`src/rtl/seq_mult_pkg.sv`:
```
// Shared definitions for the sequential shift-add multiplier: FSM state
// encodings and the default operand width.
package seq_mult_pkg;

  localparam int DEF_WIDTH = 8;

  typedef logic [1:0] state_t;

  localparam logic [1:0] ST_IDLE = 2'd0;
  localparam logic [1:0] ST_RUN  = 2'd1;
  localparam logic [1:0] ST_DONE = 2'd2;

endpackage

```
`src/rtl/add_nbit.sv`:
```
// Combinational ripple-carry adder built from half/full-adder cells; used as
// the partial-sum adder of seq_mult.
module add_nbit #(
  parameter int WIDTH = 8
) (
  input  logic [WIDTH-1:0] a,
  input  logic [WIDTH-1:0] b,
  input  logic             cin,
  output logic [WIDTH-1:0] sum,
  output logic             cout
);

  logic [WIDTH:0] carry;

  assign carry[0] = cin;
  assign cout     = carry[WIDTH];

  genvar gi;
  generate
    for (gi = 0; gi < WIDTH; gi++) begin : g_bit
      full_adder u_fa (
        .a    (a[gi]),
        .b    (b[gi]),
        .cin  (carry[gi]),
        .sum  (sum[gi]),
        .cout (carry[gi+1])
      );
    end
  endgenerate

endmodule

module half_adder (
  input  logic a,
  input  logic b,
  output logic sum,
  output logic cout
);

  assign sum  = a ^ b;
  assign cout = a & b;

endmodule

// Full adder as two chained half adders; the two carries can never both be set.
module full_adder (
  input  logic a,
  input  logic b,
  input  logic cin,
  output logic sum,
  output logic cout
);

  logic s1, c1, c2;

  half_adder u_ha0 (
    .a    (a),
    .b    (b),
    .sum  (s1),
    .cout (c1)
  );

  half_adder u_ha1 (
    .a    (s1),
    .b    (cin),
    .sum  (sum),
    .cout (c2)
  );

  assign cout = c1 | c2;

endmodule

```
`src/rtl/seq_mult.sv`:
```
// Sequential shift-add multiplier: one partial product per clock, WIDTH
// iterations per operation, unsigned or two's-complement operands.
module seq_mult
  import seq_mult_pkg::*;
#(
  parameter int WIDTH = DEF_WIDTH,
  parameter int CNT_W = $clog2(WIDTH + 1)
) (
  input  logic                 clk,
  input  logic                 rst_n,
  input  logic                 start,
  input  logic                 is_signed,
  input  logic [WIDTH-1:0]     a,
  input  logic [WIDTH-1:0]     b,
  output logic [2*WIDTH-1:0]   product,
  output logic                 busy,
  output logic                 done
);

  state_t               state_reg, state_next;
  logic [WIDTH-1:0]     mcand_reg;
  logic [2*WIDTH-1:0]   acc_reg;
  logic [2*WIDTH-1:0]   acc_next;
  logic [2*WIDTH-1:0]   product_reg;
  logic                 neg_reg;
  logic [CNT_W-1:0]     cnt_reg;

  logic [WIDTH-1:0]     a_mag, b_mag;
  logic [WIDTH-1:0]     addend;
  logic [WIDTH-1:0]     psum;
  logic                 pcout;
  logic                 last_iter;
  logic                 neg_in;

  // Magnitudes are taken as unsigned WIDTH-bit values, so -2^(WIDTH-1) maps
  // to 2^(WIDTH-1) without overflow.
  assign a_mag  = (is_signed && a[WIDTH-1]) ? -a : a;
  assign b_mag  = (is_signed && b[WIDTH-1]) ? -b : b;
  assign neg_in = is_signed & (a[WIDTH-1] ^ b[WIDTH-1]);

  assign addend = acc_reg[0] ? mcand_reg : '0;

  add_nbit #(.WIDTH(WIDTH)) u_add (
    .a    (acc_reg[2*WIDTH-1:WIDTH]),
    .b    (addend),
    .cin  (1'b0),
    .sum  (psum),
    .cout (pcout)
  );

  // The adder carry becomes the new MSB as the accumulator shifts right.
  assign acc_next  = {pcout, psum, acc_reg[WIDTH-1:1]};
  assign last_iter = (cnt_reg == CNT_W'(WIDTH - 1));

  always_comb begin
    state_next = state_reg;
    case (state_reg)
      ST_IDLE: if (start) state_next = ST_RUN;
      ST_RUN:  if (last_iter) state_next = ST_DONE;
      ST_DONE: state_next = ST_IDLE;
      default: state_next = ST_IDLE;
    endcase
  end

  always_ff @(posedge clk or negedge rst_n) begin
    if (!rst_n) begin
      state_reg   <= ST_IDLE;
      mcand_reg   <= '0;
      acc_reg     <= '0;
      product_reg <= '0;
      neg_reg     <= 1'b0;
      cnt_reg     <= '0;
    end else begin
      state_reg <= state_next;
      case (state_reg)
        ST_IDLE: begin
          if (start) begin
            mcand_reg <= a_mag;
            acc_reg   <= {{WIDTH{1'b0}}, b_mag};
            neg_reg   <= neg_in;
            cnt_reg   <= '0;
          end
        end
        ST_RUN: begin
          acc_reg <= acc_next;
          cnt_reg <= cnt_reg + CNT_W'(1);
          if (last_iter) begin
            product_reg <= neg_reg ? -acc_next : acc_next;
          end
        end
        default: ;
      endcase
    end
  end

  assign product = product_reg;
  assign busy    = (state_reg == ST_RUN) || (state_reg == ST_DONE);
  assign done    = (state_reg == ST_DONE);

endmodule

```
`config.mk`:
```
export PLATFORM = sky130hd
export DESIGN_NAME = seq_mult
export DESIGN_NICKNAME = d
export VERILOG_FILES = /design/src/rtl/seq_mult_pkg.sv /design/src/rtl/add_nbit.sv /design/src/rtl/seq_mult.sv
export SDC_FILE = /design/constraint.sdc
export NUM_CORES = 1
export LEC_CHECK = 0
export CELL_PAD_IN_SITES_DETAIL_PLACEMENT = 1
export CELL_PAD_IN_SITES_GLOBAL_PLACEMENT = 1
export CORE_MARGIN = 4
export CORE_UTILIZATION = 45
export CTS_CLUSTER_DIAMETER = 120
export DETAILED_ROUTE_END_ITERATION = 16
export PLACE_DENSITY_LB_ADDON = 0.15
export SYNTH_ARGS = -nofsm -noshare
export SYNTH_HDL_FRONTEND = slang
export SYNTH_SLANG_ARGS = --single-unit
```
`constraint.sdc`:
```
create_clock -name clk -period 13.05 [get_ports clk]
set_clock_uncertainty 0.2 [all_clocks]
set_input_delay 2.61 -clock clk [delete_from_list [all_inputs] [get_ports clk]]
set_output_delay 2.61 -clock clk [all_outputs]
set_load 0.01 [all_outputs]
```
==> results of run 1 <==
[how the worst max path moves through the flow]
stage / from / endpoint / slack [ns] / cells past startpoint
floorplan: acc_reg[0] / product[15] / 8.46 / 16
global placement: acc_reg[0] / product[15] / 8.40 / 15
detailed placement: acc_reg[0] / product[15] / 8.27 / 15
CTS: acc_reg[0] / product[15] / 8.23 / 15
global route: acc_reg[0] / product[15] / 8.03 / 15
finish: acc_reg[0] / product[15] / 8.24 / 15
[critical path: stages, from the launching register on]
cell	delay [ns]
dfrtp_1	0.50
and2_1	0.18
ha_1	0.13
inv_1	0.04
fa_1	0.38
fa_1	0.39
fa_1	0.39
fa_1	0.40
fa_1	0.39
fa_1	0.37
inv_1	0.08
fa_1	0.47
nand4b_1	0.22
o41ai_2	0.26
xor2_1	0.20
o21ai_1	0.08
[power groups by stage]
stage / clock [mW] / sequential [mW] / combinational (mW)
after floorplan: 0 / 0.241 / 0.281
after CTS: 0.0920 / 0.257 / 0.380
after global placement: 0 / 0.256 / 0.368
after detailed placement: 0 / 0.260 / 0.379
after global routing: 0.0986 / 0.267 / 0.425
final: 0.0884 / 0.257 / 0.376
[layout by cell type (no fill, tap or decap), drive strengths merged, types with 2 or more instances in the layout]
cell type / netlist / layout
o22ai: 7 / 7
xnor2: 14 / 14
clkbuf: 12 / 6
o21ai: 39 / 39
nand3: 6 / 6
nand2: 48 / 48
o41ai: 5 / 5
nor3: 7 / 7
a22oi: 2 / 2
or4: 2 / 2
nor2: 9 / 9
a31oi: 2 / 2
fa: 7 / 7
o31ai: 4 / 4
xor2: 10 / 10
ha: 8 / 8
mux2i: 4 / 4
inv: 21 / 21
a211oi: 2 / 2
clkdlybuf4s50: 0 / 36
a21oi: 6 / 6
buf: 5 / 2
a22o: 4 / 4
dfrtp: 47 / 47
nor2b: 3 / 3
or3: 3 / 3
a21o: 2 / 2
and2: 2 / 2
[per-stage QoR]
| stage | utilization [%] | cell area [um^2] | worst slack (ns) | total power, mW |
|---|---|---|---|---|
| after floorplan | - | 2790 | 8.458 | 0.5227 |
| after global placement | 53.32 | 3176 | 8.399 | 0.6241 |
| after detailed placement | 53.32 | 3176 | 8.271 | 0.6394 |
| after CTS | 54.79 | 3263 | 8.235 | 0.7294 |
| after global routing | 54.79 | 3263 | 8.032 | 0.7909 |
| final | 54.79 | 3263 | 8.240 | 0.7219 |
[synthesized netlist by cell type (3+ instances only)]
cell type and number:
a21oi_1 6, ha_1 8, xnor2_1 14, mux2i_1 4, xor2_1 10, o21ai_1 6, a22o_1 4, nor2b_1 3
o41ai_2 3, dfrtp_1 47, o22ai_1 7, nor2_1 9, o21ai_0 32, fa_1 7, nand2_1 48, nor3_1 7
inv_1 21, clkbuf_1 12, nand3_1 6, o31ai_1 4, or3_1 3
[routing by layer]
layer	vias up	GRT usage [%]
met3	7	2.852
met5	-	0
met4	0	5.949
met1	1049	24.70
li1	1081	-
met2	50	28.58
[cell type report]
| cell class | instances | area, um^2 |
|---|---|---|
| timing repair buffer | 38 | 372.9 |
| fill | 706 | 2693 |
| multi-input combinational | 212 | 1454 |
| clock buffer | 6 | 82.58 |
| tap | 75 | 93.84 |
| inverter | 21 | 78.83 |
| sequential | 47 | 1176 |
| clock inverter | 1 | 5.005 |
[cell families (layout without fill, tap and decap cells)]
family | count (synthesis) | in the layout | synth area share (%)
compound gates | 80 | 80 | 19.51
fa+ha+maj | 15 | 15 | 8.610
xor+xnor | 24 | 24 | 7.534
mux | 4 | 4 | 1.435
buf+inv | 38 | 66 | 5.740
simple gates | 89 | 89 | 15.02
flops | 47 | 47 | 42.15
==> qor.txt, run 1 <==
NumNets Final = 360
Worst setup SP type = flop
status = completed
global-route wire length before repair = 10.61 mm
Hold WS = 0.2789 ns
Yosys top cell area share = 42.15%
Area Growth Syn to Fin = 16.95%
Residual DRC = 0
CTS buffer count = 5
Hold Fails Final Rpt = 0
final setup fails = 0
HP Start = product[13]
Critical Path AT = 4.79 ns
postcts setup bufs = 0
FF-to-FF Start = acc_reg[0]
WL final = 6.121 mm
worst slew pin tran = 1.102 ns
Resize count post-CTS = 0
antenna cells = 0
hold path endpoint = product[13]
die height = 86.74 um
Worst-Skew Late Latency = 0.30 ns
power density over the cells = 221.2 nW/um^2
CTS Buffer Depth = 2
ANT nets after route = 0
Max FO, Critical Path = 10
synthesized net count = 332
Sw Ratio = 43.77%
Sink Count = 47
initial antenna violation count = 0
number of vias per cell = 5.468
htree depth = 2
largest net degree at the start of global routing = 48
Final Non-Filler Cells = 400
Core Box Area = 5956 um^2
Avg Cell Area, Syn = 9.395 um^2
Chip Width = 86.74 um
Post-Place Cells = 393
Top Ports = 38
Cell Rows = 28
cells taking the most area after synthesis = dfrtp_1, nand2_1, o21ai_0
worst reg2reg path depth = 15
sequential group share of total power = 35.6%
drt pass-1 iters = 4
Hold WC Path Type = reg -> reg
Synth area leader = dfrtp_1
wire length on met1 = 2.849 mm
max-slew violations = 0
Post-synth top flop = dfrtp_1
Vias = 2187
synth unique cells = 50
synthesized cell area = 2790 um^2
fin crit share = 36.86%
Worst-path clk slew = 0.08 ns
met2 WL post-DR = 2.911 mm
Max-slew headroom = 26.04%
worst reg2reg endpoint = product[15]
required time worst endpoint = 13.03 ns
CTS tree = built
Mapped Cells = 297
post-cts hold buffer count = 0
Tot GR Track Use = 17.85%
Fmax = 207.9 MHz
dpl hpwl = 4.731 mm
number of flops mapped to enable cells by yosys = 0
Setup Total Neg Slack = 0 ns
GRT overflow = 0
Int Power = 405.9 uW
highest routed layer = met4
port buffer count = 37
Starting Density = 46.85%
First DRT Iteration DRCs = 73
Leak = 1.384 nW
Seq cells post-synth = 47
WL per Instance = 15.30 um
Logic pwr share = 52.1%
Async S/R FF share, synth = 100.0%
Max Cap Viol = 0
R2R setup slack = 8.24 ns
RSZ-0062 raised after global routing = false
die area = 7524 um^2
Yosys warnings = 0
number of global-route vias before repair = 2160
Final Critical Period = 4.810 ns
net switching power = 316.0 uW
share of post-route cells with drive strength above 1 = 4.923%
worst vdd ir = 78.63 uV
WHS Path Cells = 2
Seq/Total Area, Yosys = 42.15%
nature of the critical path endpoint = flop
kind of critical path = reg -> reg
gpl congestion = 0.8211
DR WL met3 = 267 um
clk root buf = clkbuf_8
clock power share = 12.2%
(Power assumes the default switching activity.)
==> run 2, diff against run 1 <==
--- a/config.mk
+++ b/config.mk
@@ -8,7 +8,7 @@
 export CELL_PAD_IN_SITES_DETAIL_PLACEMENT = 1
 export CELL_PAD_IN_SITES_GLOBAL_PLACEMENT = 1
 export CORE_MARGIN = 4
-export CORE_UTILIZATION = 45
+export CORE_UTILIZATION = 42
 export CTS_CLUSTER_DIAMETER = 120
 export DETAILED_ROUTE_END_ITERATION = 16
 export PLACE_DENSITY_LB_ADDON = 0.15
==> constraint.sdc (replaced) <==
create_clock -name clk -period 4.9 [get_ports clk]
set_clock_uncertainty 0.2 [all_clocks]
set_input_delay 0.98 -clock clk [delete_from_list [all_inputs] [get_ports clk]]
set_output_delay 0.98 -clock clk [all_outputs]
set_load 0.01 [all_outputs]
==> run 2 against run 1 <==
  * First-iteration DRC count is 15% higher
  * Non-clock buffer count increased by 1
  * Highest routed layer unchanged
  * Hold slack improved by 0.0044 ns
  * Die area grew 6.5%
  * Wire length is 0.28% lower
==> qor.txt, run 2 (same netlist as run 1, synthesis figures left out) <==
status = completed
Leak = 1.384 nW
commonest non-fill, non-tap cells in the layout = nand2_1, dfrtp_1, clkdlybuf4s50_1, o21ai_0, inv_1
die height = 89.51 um
final setup fails = 0
Worst-path clk slew = 0.09 ns
number of vias per cell = 5.389
Post-DP Area = 3186 um^2
Hold Fails Final Rpt = 0
Top Ports = 38
gpl congestion = 0.8032
largest net degree at the start of global routing = 48
NumNets Final = 361
Filler Cell Count = 738
RSZ-0062 raised after global routing = false
Core Box Area = 6386 um^2
Residual DRC = 0
Resize count post-CTS = 0
Vias = 2177
nature of the critical path endpoint = flop
worst vdd ir = 229.3 uV
Worst-Skew Late Latency = 0.30 ns
CTS buffer count = 5
postcts setup bufs = 0
dpl hpwl = 4.735 mm
power density over the cells = 585.3 nW/um^2
worst-path cell chain = and2_1 -> ha_1 -> inv_1 -> fa_1 -> fa_1 -> fa_1 -> fa_1 -> fa_1 -> fa_1 -> inv_1 -> fa_1 -> nand4b_1 -> o41ai_2 -> xor2_1 -> o21ai_1
largest stage delay on the critical path = 0.45 ns
WL per Instance = 15.11 um
First DRT Iteration DRCs = 84
Critical Path AT = 4.51 ns
Chip Width = 89.51 um
clk root buf = clkbuf_8
share of post-route cells with drive strength above 1 = 4.893%
Finished Cell Area = 3267 um^2
ANT nets after route = 0
die area = 8011 um^2
CTS tree = built
max-slew violations = 0
number of global-route vias before repair = 2169
Setup Total Neg Slack = 0 ns
required time worst endpoint = 4.89 ns
Fmax = 221.0 MHz
WP buf/inv = 2
Sink Count = 47
Max Cap Viol = 0
CTS Buffer Depth = 2
global-route wire length before repair = 10.51 mm
initial antenna violation count = 0
Max-slew headroom = 25.91%
kind of critical path = reg -> reg
Max FO, Critical Path = 3
Cell Rows = 29
WL final = 6.104 mm
critical path's most frequent cell = fa_1
Worst setup SP type = flop
antenna cells = 0
slowest CP cell = fa_1
Starting Density = 43.69%
Area Growth Syn to Fin = 17.09%
port buffer count = 37
fin crit share = 92.34%
Tot GR Track Use = 16.83%
most common cell after layout, fill and taps aside = nand2_1
Hold WC Path Type = reg -> reg
CP delay by family, top = adder cells
Final Critical Period = 4.525 ns
GRT overflow = 0
R2R setup slack = 0.38 ns
worst slew pin tran = 1.104 ns
post-cts hold buffer count = 0
drt pass-1 iters = 4
htree depth = 2
run 2: cell count changes in the layout (fill, tap and decap cells not counted), sizes merged:
cell	before	now
buf	2	3
clkbuf	6	7
run 2: per-stage QoR:
step                      util, %  hold WS (ns)  cells  power, mW  worst slack [ns]
after CTS                   51.16        0.2880    404      1.943            0.3433
after detailed placement    49.88        0.2666    396      1.706            0.3608
after global placement      49.88        0.2622    396      1.666            0.4659
after floorplan                 -        0.2418    297      1.392            0.3082
after global routing        51.16        0.3226    404      2.092            0.1620
final                       51.16        0.2833    404      1.912            0.3754
run 2: final timing paths:
kind / end / startpoint / cells past startpoint
setup / recovery: product[15] / acc_reg[0] / 15
hold / removal: mcand_reg[0] / mcand_reg[0] / 2
setup reg to reg: product[15] / acc_reg[0] / 15
hold reg to reg: mcand_reg[0] / mcand_reg[0] / 2
max in group asynchronous: product[14] / rst_n / 1
min in group asynchronous: product[2] / rst_n / 1
run 2: area by class of cell:
cell class	instances	area [um^2]	share of cell area (%)
Clock inverter	1	5.005	0.1532
Timing Repair Buffer	39	380.4	11.64
Multi-Input combinational cell	212	1454	44.50
Inverter	21	78.83	2.413
Sequential cell	47	1176	36.00
Clock buffer	7	76.32	2.336
Tap cell	77	96.34	2.949
run 2: report_power, final:
part / leakage (nW) / switching, mW / internal (mW)
sequential: 0.615 / 0.137 / 0.536
combinational: 0.727 / 0.570 / 0.439
clock: 0.0422 / 0.129 / 0.100
total: 1.38 / 0.837 / 1.08
run 2: metal layers:
metal / up-vias / track usage, % / wire (um)
met5: - / 0 / 0
met4: 0 / 4.736 / 78
met3: 6 / 2.857 / 310
met2: 53 / 27.39 / 2815
met1: 1038 / 23.10 / 2898
li1: 1080 / - / -
run 2: worst min-delay path, cell delays in order, from the launching register on:
cell and delay [ns]:
dfrtp_1 0.35, nand2_1 0.05, o21ai_0 0.06
==> run 3, diff against run 2 <==
--- a/config.mk
+++ b/config.mk
@@ -8,10 +8,12 @@
 export CELL_PAD_IN_SITES_DETAIL_PLACEMENT = 1
 export CELL_PAD_IN_SITES_GLOBAL_PLACEMENT = 1
 export CORE_MARGIN = 4
-export CORE_UTILIZATION = 42
+export CORE_UTILIZATION = 49
 export CTS_CLUSTER_DIAMETER = 120
 export DETAILED_ROUTE_END_ITERATION = 16
+export DONT_BUFFER_PORTS = 1
 export PLACE_DENSITY_LB_ADDON = 0.15
 export SYNTH_ARGS = -nofsm -noshare
 export SYNTH_HDL_FRONTEND = slang
+export SYNTH_HIERARCHICAL = 1
 export SYNTH_SLANG_ARGS = --single-unit
==> run 3 against run 2 <==
  * Register-to-register slack got worse by 0.04 ns
  * Combinational power decreased by 21%
  * Die area decreased by 12%
  * Via count decreased by 5.0%
  * First-iteration DRC count decreased by 17%
  * Critical path type unchanged
==> qor.txt, run 3 <==
status = completed
Yosys warnings = 6
synth unique cells = 40
number of flops mapped to enable cells by yosys = 0
synthesized cell area = 2834 um^2
Compound-Gate Fraction of Synth Area = 17.44%
most common cell after layout, fill and taps aside = dfrtp_1
Design Power = 1.774 mW
die height = 84.05 um
Max Cap Viol = 0
Synth area leader = dfrtp_1
Setup WS post-layout = 0.3373 ns
Yosys top cell area share = 41.50%
Final Util = 53.40%
most instantiated library cell after synthesis = dfrtp_1
worst vdd ir = 292.7 uV
drt pass-1 iters = 4
largest net degree at the start of global routing = 48
initial antenna violation count = 0
CTS tree = built
worst slew pin tran = 0.6545 ns
synthesized net count = 341
nature of the critical path endpoint = flop
mux cell area share after synthesis = 2.605%
Async S/R FF share, synth = 100.0%
top post-synthesis cells by count = dfrtp_1, nand2_1, o21ai_1
Finished Cell Area = 2977 um^2
Post-Synth Simple-Gate Area = 17.84%
Filler Cell Count = 640
largest family of logic cells by synthesized area = simple AND/OR/NAND/NOR gates
Area Growth Syn to Fin = 5.033%
WL per Instance = 17.07 um
fraction of the mapped netlist area in adder cells = 10.15%
Post-synth top flop = dfrtp_1
Max-slew headroom = 56.37%
antenna cells = 0
Vias = 2069
htree depth = 2
Core Box Area = 5574 um^2
Worst-path clk slew = 0.09 ns
dpl hpwl = 4.564 mm
Place WS = 0.3394 ns
number of vias per cell = 5.653
Tot GR Track Use = 19.28%
Mapped Cells = 298
Avg Cell Area, Syn = 9.510 um^2
Seq cells post-synth = 47
Hold Fails Final Rpt = 0
clk root buf = clkbuf_8
Worst-Skew Late Latency = 0.30 ns
Cell Rows = 27
Resize count post-CTS = 0
XOR/XNOR Fraction of Synth Area = 7.108%
final setup fails = 0
kind of critical path = reg -> reg
Chip Width = 84.05 um
cells taking the most area after synthesis = dfrtp_1, ha_1, o21ai_1
DR WL met3 = 343 um
CTS buffer count = 5
Sink Count = 47
Worst setup SP type = flop
port buffer count = 0
Top Ports = 38
Critical Path AT = 4.55 ns
ANT nets after route = 0
RSZ-0062 raised after global routing = false
max-slew violations = 0
required time worst endpoint = 4.89 ns
met2 WL post-DR = 2.778 mm
die area = 7064 um^2
Starting Density = 50.84%
number of global-route vias before repair = 2187
Post-DP Area = 2889 um^2
Residual DRC = 0
GRT overflow = 0
gpl congestion = 0.7585
WL final = 6.246 mm
Fmax = 219.2 MHz
CTS Buffer Depth = 2
Final Critical Period = 4.563 ns
First DRT Iteration DRCs = 70
fin crit share = 93.12%
power density over the cells = 595.8 nW/um^2
Leak = 1.414 nW
postcts setup bufs = 0
global-route wire length before repair = 11.05 mm
highest routed layer = met4
share of post-route cells with drive strength above 1 = 5.782%
post-cts hold buffer count = 0
wire length on met1 = 3.047 mm
Max FO, Critical Path = 9
Seq/Total Area, Yosys = 41.50%
NumNets Final = 337
Setup Total Neg Slack = 0 ns
Hold WC Path Type = in -> async
commonest non-fill, non-tap cells in the layout = dfrtp_1, nand2_1, o21ai_1, ha_1, xor2_1
-- run 3: per-layer routing --
layer	vias up	GRT usage, %
li1	1028	-
met1	975	26.93
met2	59	29.77
met3	7	4.936
met4	0	4.825
met5	-	0
-- run 3: metrics by stage --
step | hold slack, ns | instances
6_report | 0.1587 | 366
5_1_grt | 0.1351 | 366
4_1_cts | 0.1542 | 366
3_5_place_dp | 0.2713 | 359
3_3_place_gp | 0.2631 | 359
2_1_floorplan | 0.2480 | 298
-- run 3: worst max-delay path: stages (launching register included) --
cell and delay [ns]:
dfrtp_1 0.44, and2_1 0.17, ha_1 0.17, or2_1 0.20, ha_1 0.17, or2_1 0.22, ha_1 0.18, or2_1 0.23
ha_1 0.17, or2_1 0.22, ha_1 0.18, or2_1 0.24, ha_1 0.19, or2_1 0.23, ha_1 0.17, or2_1 0.22
ha_1 0.35, o31ai_4 0.26, xor2_1 0.17, o21ai_1 0.07
-- run 3: path summary, 6_finish.rpt --
path | slack (ns) | from | to | cells after the start
max | 0.34 | acc_reg[0] | product[15] | 19
min | 0.16 | rst_n | product[2] | 0
max reg2reg | 0.34 | acc_reg[0] | product[15] | 19
min reg2reg | 0.29 | mcand_reg[1] | mcand_reg[1] | 2
max in group asynchronous | 4.24 | rst_n | mcand_reg[5] | 0
min in group clk | 0.29 | mcand_reg[1] | mcand_reg[1] | 2
-- run 3: power breakdown --
| part | switching, mW | total (mW) | internal (mW) |
|---|---|---|---|
| Sequential | 0.194 | 0.733 | 0.539 |
| Combinational | 0.441 | 0.797 | 0.356 |
| Clock | 0.132 | 0.243 | 0.111 |
-- run 3: layout make-up --
class,instances,area (um^2),share of cell area (%)
repair buffers,2,15.01,0.5044
well taps,72,90.09,3.026
inverters,11,41.29,1.387
multi-input cells,227,1567,52.63
flip-flops and latches,47,1176,39.51
clock inverters,1,5.005,0.1681
clock buffers,6,82.58,2.774
-- run 3: logic make-up after synthesis --
family,count (synthesis)
other,1
buffers and inverters,24
XOR/XNOR,23
flip-flops,47
multiplexers,7
AO/OA/AOI/OAI,78
adder cells (fa/ha/maj),23
AND/OR/NAND/NOR,95
